[src/rtl/conv_weight_sched.sv]
// Conv-layer pass sequencer: walks PRELOAD/SHIFT/LOAD per output row and emits the
// weight ROM address for the latched weight set, with hold, abort and start/done handshake.
module conv_weight_sched #(
   parameter int unsigned KERNEL_SIZE    = 3,
   parameter int unsigned IMAGE_SIZE     = 8,
   parameter int unsigned ARRAY_SIZE     = 6,
   parameter int unsigned WEIGHT_SET_NUM = 2,
   parameter int unsigned SET_STRIDE     = 16,
   parameter int unsigned ADDR_W         = 5
) (
   input  logic              clk,
   input  logic              rst_n,
   input  logic              i_start,
   input  logic              i_weight_set,
   input  logic              i_hold,
   input  logic              i_abort,
   output logic [2:0]        o_state,
   output logic [ADDR_W-1:0] o_weight_addr,
   output logic              o_weight_vld,
   output logic [2:0]        o_row_idx,
   output logic              o_busy,
   output logic              o_done
);

   localparam int unsigned KK = KERNEL_SIZE * KERNEL_SIZE;
   localparam int unsigned KW = (KK > 1) ? $clog2(KK) : 1;
   localparam int unsigned PW = (KERNEL_SIZE > 1) ? $clog2(KERNEL_SIZE) : 1;

   localparam logic [KW-1:0] LastK   = KW'(KK - 1);
   localparam logic [PW-1:0] LastPre = PW'(KERNEL_SIZE - 1);
   localparam logic [2:0]    LastRow = 3'(ARRAY_SIZE - 1);

   // Geometry and ROM layout must be consistent or the pass silently misaddresses.
   if (IMAGE_SIZE != ARRAY_SIZE + KERNEL_SIZE - 1) begin : g_bad_geometry
      $error("IMAGE_SIZE must equal ARRAY_SIZE+KERNEL_SIZE-1");
   end
   if ((WEIGHT_SET_NUM - 1) * SET_STRIDE + KK - 1 >= (1 << ADDR_W)) begin : g_bad_addr
      $error("weight ROM layout does not fit ADDR_W");
   end

   typedef enum logic [2:0] {
      StInit    = 3'd0,
      StPreload = 3'd1,
      StShift   = 3'd2,
      StLoad    = 3'd3
   } state_e;

   state_e        state_q, state_d;
   logic [KW-1:0] k_q, k_d;
   logic [PW-1:0] pre_q, pre_d;
   logic [2:0]    row_q, row_d;
   logic          set_q, set_d;
   logic          done_q, done_d;
   logic          active;

   assign active = (state_q == StPreload) || (state_q == StShift) || (state_q == StLoad);

   always_comb begin
      state_d = state_q;
      k_d     = k_q;
      pre_d   = pre_q;
      row_d   = row_q;
      set_d   = set_q;
      done_d  = 1'b0;
      if (active && i_abort) begin
         state_d = StInit;
         k_d     = '0;
         pre_d   = '0;
         row_d   = '0;
      end else if (active && i_hold) begin
         // everything frozen
      end else begin
         case (state_q)
            StInit: begin
               if (i_start && !i_abort) begin
                  set_d   = i_weight_set;
                  pre_d   = '0;
                  row_d   = '0;
                  k_d     = '0;
                  state_d = StPreload;
               end
            end
            StPreload: begin
               if (pre_q == LastPre) begin
                  state_d = StShift;
                  k_d     = '0;
               end else begin
                  pre_d = pre_q + 1'b1;
               end
            end
            StShift: begin
               if (k_q == LastK) begin
                  state_d = StLoad;
               end else begin
                  k_d = k_q + 1'b1;
               end
            end
            StLoad: begin
               if (row_q == LastRow) begin
                  state_d = StInit;
                  row_d   = '0;
                  done_d  = 1'b1;
               end else begin
                  row_d   = row_q + 1'b1;
                  k_d     = '0;
                  state_d = StShift;
               end
            end
            default: state_d = StInit;
         endcase
      end
   end

   always_ff @(posedge clk) begin
      if (!rst_n) begin
         state_q <= StInit;
         k_q     <= '0;
         pre_q   <= '0;
         row_q   <= '0;
         set_q   <= 1'b0;
         done_q  <= 1'b0;
      end else begin
         state_q <= state_d;
         k_q     <= k_d;
         pre_q   <= pre_d;
         row_q   <= row_d;
         set_q   <= set_d;
         done_q  <= done_d;
      end
   end

   assign o_state       = state_q;
   assign o_weight_addr = (ADDR_W'(set_q) * ADDR_W'(SET_STRIDE)) + ADDR_W'(k_q);
   assign o_weight_vld  = (state_q == StShift) && !i_hold;
   assign o_row_idx     = row_q;
   assign o_busy        = (state_q != StInit);
   assign o_done        = done_q;

endmodule

[config.mk]
export PLATFORM = sky130hd
export DESIGN_NAME = conv_weight_sched
export DESIGN_NICKNAME = d
export VERILOG_FILES = /design/src/rtl/conv_weight_sched.sv
export SDC_FILE = /design/constraint.sdc
export NUM_CORES = 1
export LEC_CHECK = 0
export CAP_MARGIN = 40
export CELL_PAD_IN_SITES_DETAIL_PLACEMENT = 1
export CELL_PAD_IN_SITES_GLOBAL_PLACEMENT = 1
export CORE_UTILIZATION = 35
export CTS_CLUSTER_DIAMETER = 100
export DETAILED_ROUTE_END_ITERATION = 16
export PLACE_DENSITY = 0.73
export SLEW_MARGIN = 10
export SYNTH_ARGS = -nofsm -noshare
export SYNTH_HDL_FRONTEND = slang
export SYNTH_SLANG_ARGS = --single-unit
[constraint.sdc]
create_clock -name clk -period 3.4 [get_ports clk]
set_input_delay 0.51 -clock clk [delete_from_list [all_inputs] [get_ports clk]]
set_output_delay 0.51 -clock clk [all_outputs]
set_load 0.05 [all_outputs]
* Yosys cells after proc, flatten, opt, wreduce, memory -nomap -nowiden
Index checks and enable logic that the tools add are counted. W data, S select, Z words.
Word-level totals: logic and storage cells 63, output and inout bits 14, memories kept 0, memory bits (writable) 0, memory bits (read-only) 0, bits in latches 0, flip-flop bits (word level) 14
Operators by class: shift operators 0, mux-type cells 17, reductions and logical operators 20, equal/unequal tests 12, multipliers 0, order comparisons 0, add/sub/neg operators 4, divide/modulo/power cells 0, bitwise operators 4
Operators by type and width (number):
- $mux W4 | 4
- $pmux W4 S4 | 1
- $mux W3 | 5
- $pmux W3 S4 | 1
- $reduce_and A4 Y1 | 3
- $ne A2 B2 Y1 const B | 4
- $eq A3 B2 Y1 const B | 2
- $mux W2 | 3
- $pmux W3 S2 | 1
- $reduce_and A6 Y1 | 1
- $add A5 B4 Y5 | 1
- $add A4 B1 Y4 const B | 1
- $eq A4 B4 Y1 const B | 1
- $logic_and A1 B1 Y1 | 4
- $ne A2 B1 Y1 const B | 2
- $not A1 Y1 | 4
- $pmux W2 S2 | 1
- $reduce_bool A2 Y1 | 2
- $reduce_bool A4 Y1 | 1
- $reduce_or A4 Y1 | 1
- $add A3 B1 Y3 const B | 1
- $eq A3 B1 Y1 const B | 1
- $eq A3 B3 Y1 const B | 1
- $logic_not A3 Y1 | 1
- 8 further kinds | 10

* Depth between registers and ports, before layout
depth after elaboration 6, depth in mapped cells 6, mapped depth without buffers 6

* Least setup slack after synthesis
OpenSTA, ideal clock, no wires.
kind register to output, start reg state_q[1] (netlist: o_state[1]), end out o_weight_vld, required time 2.890 ns, path slack 0.932 ns, path buffers 1, data arrival time 1.958 ns, stages on the path, launching flop included 4, path through dfxtp_1 > ha_1 > clkbuf_1 > nor2b_1
On the way: cells in the longest elaborated chain, start to end 2
RTL lines:
- from (decl) | line 48 | state_e state_q, state_d;
- from (signal assigned) | line 116 | state_q <= StInit;
- from (signal assigned) | line 123 | state_q <= state_d;
- $eq A3 B2 Y1 | line 134 | assign o_weight_vld = (state_q == StShift) && !i_hold;
- $logic_and A1 B1 Y1 | line 134
- to (decl) | line 19 | output logic o_weight_vld,
Every way passes these cells.

* Final worst setup path
start reg state_q[0] (netlist: o_state[0]), end out o_weight_vld
Same word-level chain as after synthesis.

==> run_results.csv <==
group,metric,value,unit
route,viasPerCell,5.59,
worst_hold_path,hold_class,"register to register",
power_and_ir_drop,ir_drop,309,uV
clocking,cts_sinks,13,
power_and_ir_drop,powerDensity,542,nW/um2
synthesis,syn_avg_cell_area,9.01,um2
setup_path,ff2ff_path_depth,5,
setup_path,crit_arrival,2.16,ns
worst_hold_path,min_from,"pre_q[0]",
floorplan,rows,17,
cells_and_area,nNetsFinal,133,
cells_and_area,drive_gt1_share,9.40,%
synthesis,synth_edf_count,0,
timing,layout_setup_ws,0.725,ns
synthesis,synth_area_leader_cell,"dfxtp_1",
cells_and_area,fillers,279,
power_and_ir_drop,power,0.600,mW
route,post_drt_wl_per_cell,16.5,um
setup_path,rr_endpoint,"k_q[3]",
timing,worst_pin_slew,0.750,ns
timing,timing.final.crit_share,78.7,%
synthesis,netlist_instances,98,
synthesis,yosysSeqAreaShare,29.5,%
route,firstDrtPassIters,4,
route,drc,0,
setup_path,r2r-start,"o_state[0]",
setup_path,path_class,"register to output pin",
cells_and_area,register_area,260,um2
clocking,ctsHtreeMaxLevel,1,
synthesis,synth-seq-cells,13,
synthesis,netlist_area,883,um2
synthesis,synthFlopType,"dfxtp_1",
floorplan,die_x,52.2,um
synthesis,netlist_top_cells_count,"dfxtp_1, ha_1, inv_1",
clocking,ctsResizeCount,0,
job,maxCapViolations,0,
clocking,cts_made_buffers,3,
route,drt-initial-drc-count,8,
clocking,cts-hold-fix-buffers,0,
floorplan,die_h,52.2,um
timing,hold_viol_final,0,
timing,clock.fmax,0.374,GHz
placement,place_ws,0.981,ns
worst_hold_path,whs_path_depth,2,
placement,hpwl,1860,um
placement,portBuffers,18,
timing,period_needed,2.67,ns
clocking,clk_pin_slew,0.09,ns
floorplan,io_pins,20,
cells_and_area,n_antenna_cell,0,
setup_path,crit_chain,"inv_1 > ha_1 > nor2b_1 > clkdlybuf4s50_1",
global_routing,grt_max_degree,12,
route,antenna_left,0,
floorplan,fp.coreArea,2300,um2
setup_path,regToRegSetupSlack,1.49,ns
global_routing,grt_pass1_vias,836,
timing,skew,0.00645,ns
setup_path,critPathMaxFanout,11,
cells_and_area,stdcell_area,1110,um2
clocking,post-cts-setup-buffers,0,
synthesis,synthTopCellsByArea,"dfxtp_1, ha_1, mux2i_1",
setup_path,cp_slowest_cell,"clkdlybuf4s50_1",
global_routing,track_usage,19.3,%
timing,finalSetupViolCount,0,
global_routing,grt_pass1_wl,3820,um
route,vias,810,
synthesis,synth_top_cell_area_share,29.5,%
floorplan,dieArea,2730,um2
setup_path,startpoint_type,"register",
synthesis,synthDistinctLibCells,41,
synthesis,synth_nets,113,
floorplan,start_util,38.5,%
setup_path,endpoint_kind,"output pin",
placement,placed_cell_area,1080,um2
clocking,clock-root-buffer,"clkbuf_4",
route,wirelength,2400,um
power_and_ir_drop,p_leak,0.417,nW
setup_path,critPathMaxStageDelay,0.80,ns
synthesis,synth.most_common_cell,"dfxtp_1",
global_routing,globalRoute.totalOverflow,0,
timing,relSlewSlack,49.6,%
clocking,insertion_delay,0.28,ns
timing,holdWs,0.495,ns
timing,setup_tns,0,ns
clocking,cts_buffer_depth,2,
synthesis,ys_warn_count,0,
timing,rsz0062_at_grt,"no",
placement,gp_congestion,0.797,
cells_and_area,syn_to_final_growth,25.2,%
worst_hold_path,min_to,"pre_q[0]",
run_status,status,"complete, no violations",
global_routing,grt_antenna_before_repair,0,
setup_path,worstPathRequired,2.89,ns
synthesis,synthArstFlopShare,0,%
timing,final_max_slew_viol_count,0,
cells_and_area,multi_input_area,574,um2
clocking,cts_tree,"yes",
## logic make-up (layout without fill, tap and decap cells)
group                      count (synthesis)  after routing  synth area share, %
AOI/OAI and AO/OA                         27             27                 25.2
DFF                                       13             13                 29.5
and+or+nand+nor                           34             34                 23.2
muxes                                      3              3                 3.40
buffers and inverters                     11             30                 5.52
adders and majority gates                  9              9                 12.7
other                                      1              1                0.425
## flip-flops by register name (all words and copies together), names as in the netlist
register / flops
o_row_idx: 3
pre_q: 2
k_q: 4
set_q: 1
o_state: 2
o_done: 1
## where the power goes
group | switching [mW] | internal [mW]
sequential | 0.0133 | 0.165
clock | 0.0562 | 0.0455
combinational | 0.206 | 0.114
total | 0.276 | 0.324
## layout by cell type, fill, tap and decap left out, types with 4 or more instances in the layout
| cell type | Yosys | layout |
|---|---|---|
| nor2_1 | 5 | 5 |
| ha_1 | 9 | 9 |
| nand2_1 | 4 | 4 |
| dfxtp_1 | 13 | 13 |
| inv_1 | 7 | 7 |
| o21ai_0 | 4 | 4 |
| nand3_1 | 4 | 4 |
| clkdlybuf4s50_1 | 0 | 18 |
## metrics by stage
stage | cells | util [%]
detailed placement | 141 | 47.0
global placement | 141 | 47.0
finish | 145 | 48.1
CTS | 145 | 48.1
floorplan | 98 | -
global route | 145 | 48.1
## critical path, delay by kind of cell (launching register included)
family | cells | cell delay, ns
adders and majority gates | 1 | 0.41
buffers and inverters | 2 | 0.94
DFF | 1 | 0.36
and+or+nand+nor | 1 | 0.18
## worst max path at each step
stage | from | endpoint | slack [ns] | cells past startpoint
final | o_state[0] | o_weight_vld | 0.73 | 4
after global placement | i_hold | o_weight_vld | 1.01 | 3
after detailed placement | i_hold | o_weight_vld | 0.98 | 3
after CTS | o_state[0] | o_weight_vld | 0.70 | 4
after global routing | o_state[0] | o_weight_vld | 0.60 | 4
after floorplan | o_state[1] | o_weight_vld | 0.93 | 3
## cell type report
class / count / area share [%]
Multi-Input combinational cell: 74 / 51.9
Sequential cell: 13 / 23.5
Timing Repair Buffer: 18 / 16.3
Tap cell: 28 / 3.17
Inverter: 8 / 2.71
Clock buffer: 4 / 2.38
## metal layers
metal	GRT usage (%)	part of all wire, %	vias to the layer above
met3	2.61	3.7	2
met2	33.5	48	17
met5	0	0	-
li1	-	-	400
met4	7.89	0.67	0
met1	23.7	48	391
Power figures use the tool's default switching activity.
